## src/rtl/ahb_lite_arbiter.sv

```systemverilog
// rtl/ahb_lite_arbiter.sv - round-robin AHB-Lite arbiter and bus mux for NUM_M masters sharing one slave
module ahb_lite_arbiter #(
    parameter int NUM_M  = 2,
    parameter int ADDR_W = 32,
    parameter int DATA_W = 32
) (
    input  logic                     hclk,
    input  logic                     hreset,
    input  logic [NUM_M-1:0]         m_hbusreq,
    input  logic [NUM_M-1:0]         m_hlock,
    input  logic [NUM_M*ADDR_W-1:0]  m_haddr,
    input  logic [NUM_M*2-1:0]       m_htrans,
    input  logic [NUM_M-1:0]         m_hwrite,
    input  logic [NUM_M*3-1:0]       m_hsize,
    input  logic [NUM_M*3-1:0]       m_hburst,
    input  logic [NUM_M*DATA_W-1:0]  m_hwdata,
    input  logic                     hready,
    output logic [NUM_M-1:0]         hgrant,
    output logic [1:0]               hmaster,
    output logic                     hsel,
    output logic [ADDR_W-1:0]        haddr,
    output logic [1:0]               htrans,
    output logic                     hwrite,
    output logic [2:0]               hsize,
    output logic [2:0]               hburst,
    output logic                     hmastlock,
    output logic [DATA_W-1:0]        hwdata
);

    localparam logic [1:0] TRANS_IDLE   = 2'b00;
    localparam logic [1:0] TRANS_BUSY   = 2'b01;
    localparam logic [1:0] TRANS_NONSEQ = 2'b10;
    localparam logic [1:0] TRANS_SEQ    = 2'b11;

    // Only 2..4 masters fit the 2-bit hmaster encoding.
    if (NUM_M < 2 || NUM_M > 4) begin : g_num_m_check
        $error("ahb_lite_arbiter: NUM_M must be in 2..4");
    end

    logic [1:0] hmaster_q, hmaster_d;     // address-phase owner
    logic [1:0] dmaster_q, dmaster_d;     // data-phase owner
    logic       hmastlock_q, hmastlock_d;
    logic [3:0] cnt_q, cnt_d;             // beats still owed in a fixed-length burst

    logic [1:0] own_trans;
    logic [2:0] own_burst;
    logic       own_lock;
    logic [3:0] burst_len_m1;
    logic       burst_fixed;
    logic       handover;
    logic [1:0] winner;

    assign own_trans = m_htrans[2*int'(hmaster_q) +: 2];
    assign own_burst = m_hburst[3*int'(hmaster_q) +: 3];
    assign own_lock  = m_hlock[hmaster_q];

    // Beats remaining after a NONSEQ of the owner's burst type; 0 for SINGLE/INCR.
    always_comb begin
        burst_len_m1 = 4'd0;
        case (own_burst[2:1])
            2'b01:   burst_len_m1 = 4'd3;
            2'b10:   burst_len_m1 = 4'd7;
            2'b11:   burst_len_m1 = 4'd15;
            default: burst_len_m1 = 4'd0;
        endcase
    end

    assign burst_fixed = (own_burst[2:1] != 2'b00);

    // Beat counter next state: only accepted owner transfers move it.
    always_comb begin
        cnt_d = cnt_q;
        if (hready) begin
            case (own_trans)
                TRANS_NONSEQ: cnt_d = burst_len_m1;
                TRANS_SEQ:    cnt_d = (burst_fixed && cnt_q != 4'd0) ? cnt_q - 4'd1 : 4'd0;
                TRANS_BUSY:   cnt_d = cnt_q;
                default:      cnt_d = 4'd0;
            endcase
        end
    end

    assign handover = hready && !own_lock && (cnt_d == 4'd0) && (own_trans != TRANS_BUSY);

    // Round-robin scan from owner+1; the owner is looked at last; master 0 if nobody asks.
    always_comb begin
        int   idx;
        logic found;
        winner = 2'd0;
        found  = 1'b0;
        idx    = 0;
        for (int i = 1; i <= NUM_M; i++) begin
            idx = int'(hmaster_q) + i;
            if (idx >= NUM_M) begin
                idx = idx - NUM_M;
            end
            if (!found && m_hbusreq[idx]) begin
                winner = 2'(idx);
                found  = 1'b1;
            end
        end
    end

    // Grant, data-phase owner and lock flag advance only on accepted edges.
    always_comb begin
        hmaster_d   = hmaster_q;
        dmaster_d   = dmaster_q;
        hmastlock_d = hmastlock_q;
        if (hready) begin
            dmaster_d = hmaster_q;
            if (handover) begin
                hmaster_d = winner;
            end
            hmastlock_d = m_hlock[hmaster_d];
        end
    end

    // State registers with synchronous reset back to the default master.
    always_ff @(posedge hclk) begin
        if (hreset) begin
            hmaster_q   <= 2'd0;
            dmaster_q   <= 2'd0;
            hmastlock_q <= 1'b0;
            cnt_q       <= 4'd0;
        end else begin
            hmaster_q   <= hmaster_d;
            dmaster_q   <= dmaster_d;
            hmastlock_q <= hmastlock_d;
            cnt_q       <= cnt_d;
        end
    end

    for (genvar g = 0; g < NUM_M; g++) begin : g_grant
        assign hgrant[g] = (hmaster_q == 2'(g));
    end

    assign hmaster   = hmaster_q;
    assign hmastlock = hmastlock_q;
    assign haddr     = m_haddr[ADDR_W*int'(hmaster_q) +: ADDR_W];
    assign htrans    = own_trans;
    assign hsel      = own_trans[1];
    assign hwrite    = m_hwrite[hmaster_q];
    assign hsize     = m_hsize[3*int'(hmaster_q) +: 3];
    assign hburst    = own_burst;
    assign hwdata    = m_hwdata[DATA_W*int'(dmaster_q) +: DATA_W];

endmodule

```

## config.mk

```make
export PLATFORM = sky130hd
export DESIGN_NAME = ahb_lite_arbiter
export DESIGN_NICKNAME = d
export VERILOG_FILES = /design/src/rtl/ahb_lite_arbiter.sv
export SDC_FILE = /design/constraint.sdc
export NUM_CORES = 1
export LEC_CHECK = 0
export BUFFER_PORTS_ARGS = -buffer_cell sky130_fd_sc_hd__buf_2
export CAP_MARGIN = 20
export CORE_AREA = 4 4 88 90
export DETAILED_ROUTE_END_ITERATION = 12
export DIE_AREA = 0 0 92 94
export MAX_ROUTING_LAYER = met4
export PLACE_DENSITY_LB_ADDON = 0.08
export SETUP_SLACK_MARGIN = 0.15
export SLEW_MARGIN = 10
export SYNTH_ARGS = -nofsm -noshare
export SYNTH_HDL_FRONTEND = slang
export SYNTH_SLANG_ARGS = --single-unit
```

## constraint.sdc

```tcl
create_clock -name hclk -period 1.7 [get_ports hclk]
set_input_delay 0.17 -clock hclk [delete_from_list [all_inputs] [get_ports hclk]]
set_output_delay 0.17 -clock hclk [all_outputs]
set_load 0.05 [all_outputs]
```

==> results of run 1 <==
-- cells by family (layout without fill, tap and decap cells) --
group	count (synthesis)	after routing	synth area share
compound gates	21	21	0.103
fa+ha+maj	1	1	0.00719
buf+inv	28	278	0.0683
flops	9	9	0.104
mux	78	78	0.452
simple gates	107	107	0.266
-- area by class of cell --
class,instances,area [um^2]
multi-input cells,207,2730
flip-flops and latches,9,196
fillers,505,2150
repair buffers,268,1800
clock buffers,4,45.0
well taps,99,124
inverters,6,22.5
-- cell usage after synthesis, types with 2 or more instances --
cell / n / area (um^2)
nor2b_1: 2 / 12.5
inv_1: 6 / 22.5
dfxtp_1: 9 / 180
nor2_1: 83 / 312
a32oi_1: 2 / 17.5
nand2b_1: 2 / 12.5
o211ai_1: 3 / 22.5
mux2i_1: 74 / 741
nand4bb_1: 2 / 22.5
buf_2: 5 / 25.0
buf_1: 2 / 7.51
nand2_1: 5 / 18.8
clkbuf_1: 13 / 48.8
a21oi_1: 3 / 15.0
buf_4: 2 / 15.0
mux2_2: 4 / 45.0
nor3_1: 6 / 30.0
-- worst max-delay path, stage by stage, from the launching register on --
cell      delay (ns)
dfxtp_4         0.38
or4b_4          0.55
a21boi_4        0.17
a311oi_4        0.07
o21ai_2         0.22
nor3_2          0.08
nand2b_1        0.16
a311oi_1        0.25
-- stage by stage --
step                std cells  TNS [ns]  utilization  hold WS [ns]  area [um^2]
finish                    593     -4.28        0.695         0.230         4910
global route              593     -6.82        0.695         0.236         4910
CTS                       587     -3.62        0.619         0.231         4370
detailed placement        578     -7.19        0.541         0.469         3820
global placement          578     -7.56        0.541         0.467         3820
floorplan                 244    -0.490            -         0.341         2460
-- worst paths after layout --
kind	startpoint	to	slack [ns]	cells after the start
worst max-delay path	hmaster[0]$_SDFFE_PP0P_	hmastlock$_SDFFE_PP0P_	-0.28	7
worst max register to register	hmaster[0]$_SDFFE_PP0P_	hmastlock$_SDFFE_PP0P_	-0.28	7
worst min register to register	hmastlock$_SDFFE_PP0P_	hmastlock$_SDFFE_PP0P_	0.51	2
worst min-delay path	hreset	flop	0.23	2
-- metal layers --
layer,up-vias,track usage
met1,1273,0.213
met2,121,0.388
met5,-,-
met4,0,0.0186
li1,1366,-
met3,12,0.0296
-- where the power goes --
| group | total (mW) | switching, mW | internal [mW] |
|---|---|---|---|
| Clock | 0.239 | 0.0765 | 0.163 |
| Sequential | 0.229 | 0.0121 | 0.217 |
| Combinational | 1.59 | 0.934 | 0.658 |
| Total | 2.06 | 1.02 | 1.04 |
-- what timing repair did --
action                                  4_1_cts  5_1_grt
pin swaps                                     9       11
buffers inserted                              1        3
endpoints found under the setup margin       55       81
gates cloned                                  4        3
gates resized for setup                      85       77
==> results.yml, run 1 <==
outcome:
  result_of_the_run: "complete, but fails checks"
  violations: "setup timing"
die:
  die_h_um: 94
  core_area_mm2: 0.00706
  initial_util: 0.246
  floorplan.die_area_mm2: 0.00865
  standard_cell_row_count: 31
  die-width_um: 92
  floorplan.io_pins: 232
logic_synthesis:
  netlist-cell-type-count: 38
  number_of_synthesized_flops_with_an_enable_pin: 0
  synth-warning-count: 0
  synth_fp_nets: 398
  syn_inst: 244
  syn_area_per_cell_um2: 7.13
  main_synth_ff_type: "dfxtp_1"
  post_synthesis_sequential_area_ratio: 0.104
  synth_seq_cells: 9
  mappedNetlistArea_mm2: 0.00174
  ys_async_sr_fraction: 0
global_route:
  first_global_vias: 2710
  globalRouteTotalUtil: 0.196
  grt_start_max_net_pins: 34
  antenna_violations_before_repair: 0
  grt_pass1_wl_mm: 13.5
  grt_overflow: 0
critical_path:
  crit_path_end_kind: "flop"
  critical_path_required_ns: 1.83
  worstPathArrival_ns: 2.11
  worst-path-max-fanout: 8
  startpoint_type_of_the_worst_setup_path: "flop"
  setup.worst_path.class: "flop to flop"
route:
  detailedRoute.firstIterationViolations: 31
  via_per_inst: 4.67
  routed_wirelength_mm: 9.73
  drt.antenna.violating_nets: 0
  m1WireLength_mm: 3.52
  drc: 0
  routed-wl-met3_um: 658
  met2WireLength_mm: 5.49
  vias: 2772
  topRoutingLayerUsed: "met4"
  detail_route.first_pass.iterations: 4
  avgRoutedWirePerCell_um: 16.4
final_layout:
  drive_above_1_share: 0.874
  areaGrowthSynthToFinish_pct: 182
  most-common-layout-cells: "buf_2, nor2_4, mux2i_4"
  antennaDiodeCount: 0
  final_nets: 649
  commonest_non_fill_non_tap_cell_in_the_layout: "buf_2"
cts:
  numClockSinks: 9
  hold_buffers: 0
  root_buffer: "clkbuf_8"
  cts_buffer_depth: 2
  tritoncts.num_buffers: 3
  worst_skew_pair.late_latency_ns: 0.23
  path_clk_slew_ns: 0.05
  htree_num_levels: 1
  clock_tree_from_tritoncts: "done"
pwr:
  cellPowerDensity_mw_per_mm2: 420
  finalPower_mw: 2.06
  worst_ir_drop_vdd_mv: 0.320
  power.static_leakage_nw: 2.06
timing:
  timing.final.hold_violations: 0
  timing.max_slew.rel_slack: 0.736
  grt_setup_unrepaired: "true"
  final_max_slew_viol_count: 0
  clock-skew-final_ns: 0.00476
  tightest_slew_ns: 0.386
  period_needed_ns: 1.98
  fmax_mhz: 505
  finalSetupViolCount: 41
  final.setup.worst_slack_ns: -0.280
  final.period_utilization: 1.16
placement:
  placement.io_buffers: 231
  post-place-ws_ns: -0.269
  final_weighted_congestion_in_routability_driven_placement: 0.862
  place_hpwl_mm: 6.83
hold_path:
  worstHoldPathType: "input port to flop"
run:
  maxcap_violations: 0
Note: power is estimated with default switching activity, not from simulation.
==> inputs of run 2 (changes only) <==
--- a/config.mk
+++ b/config.mk
@@ -12,7 +12,6 @@
 export DIE_AREA = 0 0 92 94
 export MAX_ROUTING_LAYER = met4
 export PLACE_DENSITY_LB_ADDON = 0.08
-export SETUP_SLACK_MARGIN = 0.15
 export SLEW_MARGIN = 10
 export SYNTH_ARGS = -nofsm -noshare
 export SYNTH_HDL_FRONTEND = slang
==> results.yml, run 2 (same netlist as run 1, synthesis figures left out) <==
cts:
  root_buffer: "clkbuf_8"
  cts_buffer_depth: 2
  path_clk_slew_ns: 0.04
  htree_num_levels: 1
  clock_tree_from_tritoncts: "done"
  worst_skew_pair.late_latency_ns: 0.23
  tritoncts.num_buffers: 3
  numClockSinks: 9
timing:
  tightest_slew_ns: 0.507
  period_needed_ns: 2.00
  final_max_slew_viol_count: 0
  final.period_utilization: 1.18
  timing.final.hold_violations: 0
  totalNegativeSetupSlack_ns: -3.68
  fmax_mhz: 500
  clock-skew-final_ns: 0.00239
  grt_setup_unrepaired: "true"
  finalSetupViolCount: 35
  final.setup.worst_slack_ns: -0.301
  timing.max_slew.rel_slack: 0.662
final_layout:
  multi_input_area_mm2: 0.00212
  seq_cell_area_um2: 198
  final_nets: 644
  commonest_non_fill_non_tap_cell_in_the_layout: "buf_2"
  antennaDiodeCount: 0
  layout.filler_cells: 660
  areaGrowthSynthToFinish_pct: 129
  most-common-layout-cells: "buf_2, mux2i_1, nor2_4"
  drive_above_1_share: 0.812
pwr:
  finalPower_mw: 1.81
  worst_ir_drop_vdd_mv: 0.443
  power.share.sequential: 0.126
  cellPowerDensity_mw_per_mm2: 455
  net-switching-power_mw: 0.929
  power_report.internal_total_mw: 0.880
  power.static_leakage_nw: 1.83
  comb_power_share: 0.738
  switching_share: 0.514
  power.clock.fraction: 0.135
route:
  drc: 0
  routed_wirelength_mm: 8.29
  via_per_inst: 4.43
  drt.antenna.violating_nets: 0
  avgRoutedWirePerCell_um: 14.1
  detail_route.first_pass.iterations: 4
  detailedRoute.firstIterationViolations: 73
  vias: 2602
global_route:
  grt_pass1_wl_mm: 12.5
  grtUsageMet1: 0.213
  top_usage_layer: "met2"
  antenna_violations_before_repair: 0
  globalRouteTotalUtil: 0.178
  grt_overflow: 0
  groute.layer.met2.usage: 0.337
  global_route.usage.met3: 0.0232
  first_global_vias: 2585
  grt_start_max_net_pins: 38
placement:
  post-place-ws_ns: -0.314
  final_weighted_congestion_in_routability_driven_placement: 0.812
  placement.io_buffers: 231
  place_hpwl_mm: 6.91
die:
  die-width_um: 92
  floorplan.io_pins: 232
  standard_cell_row_count: 31
  die_h_um: 94
  initial_util: 0.246
  core_area_mm2: 0.00706
  floorplan.die_area_mm2: 0.00865
critical_path:
  critical_path.reg2reg.startpoint: "hmaster[0]$_SDFFE_PP0P_"
  startpoint_type_of_the_worst_setup_path: "flop"
  setup.worst_path.start: "hmaster[0]$_SDFFE_PP0P_"
  timing.reg2reg.worst_path_depth: 9
  crit_path_end_kind: "flop"
  r2r_setup_slack_ns: -0.30
  regToRegEndpoint: "hmastlock$_SDFFE_PP0P_"
  worst_setup_path_endpoint: "hmastlock$_SDFFE_PP0P_"
  worst-path-max-fanout: 7
  setup.worst_path.class: "flop to flop"
  critical_path_required_ns: 1.83
  worstPathArrival_ns: 2.14
hold_path:
  worstHoldPathType: "input port to flop"
  worst_hold_path.num_cells: 2
outcome:
  result_of_the_run: "complete, but fails checks"
  violations: "setup timing"
run:
  maxcap_violations: 0
run 2: changes by cell type in the layout (fill, tap and decap cells not counted), sizes merged:
cell	before	now
clkbuf	8	4
bufbuf	2	0
buf	262	263
run 2: worst min path at each step:
stage,startpoint,to,slack (ns)
after global placement,m_hlock[1],hmastlock$_SDFFE_PP0P_,0.46
after global routing,hreset,cnt_q[1]$_SDFF_PP0_,0.24
after floorplan,m_hlock[1],hmastlock$_SDFFE_PP0P_,0.34
after detailed placement,m_hlock[1],hmastlock$_SDFFE_PP0P_,0.46
after CTS,m_hlock[1],hmastlock$_SDFFE_PP0P_,0.23
final,hreset,cnt_q[1]$_SDFF_PP0_,0.22
run 2: metal layers:
metal  share of wire  vias to the layer above
met5               0                        -
met4         0.00072                        0
met3           0.074                        2
met2            0.54                      121
met1            0.39                     1134
li1                -                     1345
run 2: worst max-delay path: stages, from the launching register on:
cell       delay [ns]
dfxtp_4          0.41
nor3_1           0.07
buf_4            0.14
a2111oi_4        0.26
buf_4            0.20
a311oi_4         0.10
o21ai_2          0.21
nor3_2           0.08
nand2b_1         0.16
a311oi_1         0.27
run 2: cell type report:
cell class,count,area share
clock buffers,4,0.0113
inverters,6,0.00566
multi-input cells,207,0.533
flip-flops and latches,9,0.0497
well taps,99,0.0311
repair buffers,263,0.369
run 2: through the flow:
step / hold slack [ns] / util / instances / instance area (um^2)
6_report: 0.221 / 0.564 / 588 / 3980
5_1_grt: 0.235 / 0.564 / 588 / 3980
4_1_cts: 0.226 / 0.546 / 585 / 3850
3_5_place_dp: 0.462 / 0.503 / 579 / 3550
3_3_place_gp: 0.461 / 0.503 / 579 / 3550
2_1_floorplan: 0.341 / - / 244 / 2150
run 2: what timing repair did:
| item | 4_1_cts | 5_1_grt |
|---|---|---|
| setup buffers | 2 | 3 |
| hold endpoints to repair | 0 | 0 |
| hold buffers | 0 | 0 |
| pin swaps | 7 | 10 |
| setup endpoints to repair | 35 | 74 |
| resized for setup | 56 | 21 |
run 2: power groups by stage:
stage | logic [mW] | registers [mW] | clock network (mW)
6_report | 1.34 | 0.228 | 0.245
5_1_grt | 1.41 | 0.229 | 0.258
4_1_cts | 1.29 | 0.227 | 0.245
3_5_place_dp | 1.20 | 0.230 | 0
3_3_place_gp | 1.19 | 0.229 | 0
2_1_floorplan | 0.802 | 0.238 | 0
==> inputs of run 3 (changes only) <==
--- a/config.mk
+++ b/config.mk
@@ -7,9 +7,11 @@
 export LEC_CHECK = 0
 export BUFFER_PORTS_ARGS = -buffer_cell sky130_fd_sc_hd__buf_2
 export CAP_MARGIN = 20
-export CORE_AREA = 4 4 88 90
+export CELL_PAD_IN_SITES_DETAIL_PLACEMENT = 0
+export CELL_PAD_IN_SITES_GLOBAL_PLACEMENT = 1
+export CORE_MARGIN = 4
+export CORE_UTILIZATION = 17
 export DETAILED_ROUTE_END_ITERATION = 12
-export DIE_AREA = 0 0 92 94
 export MAX_ROUTING_LAYER = met4
 export PLACE_DENSITY_LB_ADDON = 0.08
 export SLEW_MARGIN = 10
==> results.yml, run 3 (same netlist as run 1, synthesis figures left out) <==
route:
  drc: 0
  detail_route.first_pass.iterations: 4
  via_per_inst: 4.32
  drt.antenna.violating_nets: 0
  avgRoutedWirePerCell_um: 15.4
  detailedRoute.firstIterationViolations: 67
  vias: 2737
  routed_wirelength_mm: 9.77
critical_path:
  critical_path_required_ns: 1.84
  worst-path-max-fanout: 7
  critical_path.reg2reg.startpoint: "hmaster[0]$_SDFFE_PP0P_"
  setup.worst_path.class: "flop to flop"
  startpoint_type_of_the_worst_setup_path: "flop"
  crit_path_end_kind: "flop"
  worstPathArrival_ns: 2.11
  timing.reg2reg.worst_path_depth: 9
  r2r_setup_slack_ns: -0.26
  regToRegEndpoint: "hmastlock$_SDFFE_PP0P_"
  setup.worst_path.start: "hmaster[0]$_SDFFE_PP0P_"
  worst_setup_path_endpoint: "hmastlock$_SDFFE_PP0P_"
cts:
  cts_buffer_depth: 2
  clock_tree_from_tritoncts: "done"
  tritoncts.num_buffers: 3
  worst_skew_pair.late_latency_ns: 0.23
  hold_buffers: 0
  htree_num_levels: 1
  numClockSinks: 9
  path_clk_slew_ns: 0.05
  root_buffer: "clkbuf_8"
pwr:
  net-switching-power_mw: 0.969
  finalPower_mw: 1.96
  power.clock.fraction: 0.126
  switching_share: 0.496
  cellPowerDensity_mw_per_mm2: 437
  power.static_leakage_nw: 1.99
  comb_power_share: 0.758
  power_report.internal_total_mw: 0.987
  power.share.sequential: 0.116
  worst_ir_drop_vdd_mv: 0.300
placement:
  place_area_mm2: 0.00362
  post-place-ws_ns: -0.267
  placement.io_buffers: 231
  final_weighted_congestion_in_routability_driven_placement: 0.774
  place_hpwl_mm: 7.17
timing:
  fin_worst_hold_slack_ns: 0.234
  timing.max_slew.rel_slack: 0.730
  finalSetupViolCount: 42
  tightest_slew_ns: 0.395
  final_max_slew_viol_count: 0
  fmax_mhz: 510
  final.period_utilization: 1.15
  timing.final.hold_violations: 0
  grt_setup_unrepaired: "true"
  final.setup.worst_slack_ns: -0.262
  period_needed_ns: 1.96
  clock-skew-final_ns: 0.00557
final_layout:
  layout.filler_cells: 970
  most-common-layout-cells: "buf_2, nor2_4, mux2i_1"
  postLayoutCoreUtil: 0.454
  areaGrowthSynthToFinish_pct: 157
  final_nets: 655
  drive_above_1_share: 0.822
  fin_area_mm2: 0.00448
  commonest_non_fill_non_tap_cell_in_the_layout: "buf_2"
global_route:
  grt_overflow: 0
  globalRouteTotalUtil: 0.141
  antenna_violations_before_repair: 1
  first_global_vias: 2606
  grt_pass1_wl_mm: 13.0
  grt_start_max_net_pins: 41
outcome:
  violations: "setup timing"
  result_of_the_run: "complete, but fails checks"
die:
  floorplan.io_pins: 232
  die-width_um: 109
  floorplan.die_area_mm2: 0.0119
  standard_cell_row_count: 36
  initial_util: 0.176
  die_h_um: 109
  core_area_mm2: 0.00986
hold_path:
  worstHoldPathType: "input port to flop"
run:
  maxcap_violations: 0
run 3: worst min-delay path by stage:
stage,start,end,slack [ns],cells after the start
final,m_hlock[1],hmastlock$_SDFFE_PP0P_,0.23,3
after global routing,m_hlock[1],hmastlock$_SDFFE_PP0P_,0.24,3
after CTS,m_hlock[1],hmastlock$_SDFFE_PP0P_,0.23,3
after detailed placement,m_hlock[1],hmastlock$_SDFFE_PP0P_,0.48,3
after global placement,m_hlock[1],hmastlock$_SDFFE_PP0P_,0.48,3
after floorplan,m_hlock[1],hmastlock$_SDFFE_PP0P_,0.34,2
run 3: through the flow:
stage,setup TNS [ns],instances
2_1_floorplan,-0.492,244
3_3_place_gp,-0.464,613
3_5_place_dp,-0.550,613
4_1_cts,-6.89,622
5_1_grt,-7.66,634
6_report,-4.80,634
run 3: repair_timing:
item / CTS / global route
gates cloned: 2 / 4
pin swaps: 3 / 9
setup buffers: 3 / 11
setup endpoints to repair: 43 / 48
gates resized for setup: 56 / 94
run 3: final cells by class:
class	instances	area, um^2	share of cell area
flip-flops and latches	9	193	0.0431
inverters	6	22.5	0.00503
repair buffers	274	1830	0.410
multi-input cells	207	2210	0.495
diodes	1	2.50	0.000559
clock buffers	4	45.0	0.0101
well taps	133	166	0.0372
run 3: per-layer routing:
metal,vias up,global-route usage,share of wire
li1,1377,-,-
met1,1225,0.152,0.35
met2,133,0.271,0.56
met3,2,0.0296,0.090
met4,0,0.0117,0.0033
met5,-,-,0
run 3: worst max-delay path, stage by stage (launching register included):
cell and delay, ns:
dfxtp_4 0.39, nor3_1 0.06, buf_4 0.14, a2111oi_4 0.35
buf_4 0.19, a32oi_2 0.14, o21ai_2 0.12, nor3_2 0.08
nand2b_1 0.16, a311oi_1 0.24
run 3: power by group through the flow:
stage	clock network (mW)	logic, mW	registers [mW]
floorplan	0	0.802	0.238
global placement	0	1.21	0.229
detailed placement	0	1.21	0.230
CTS	0.259	1.34	0.226
global route	0.271	1.56	0.228
finish	0.246	1.48	0.227
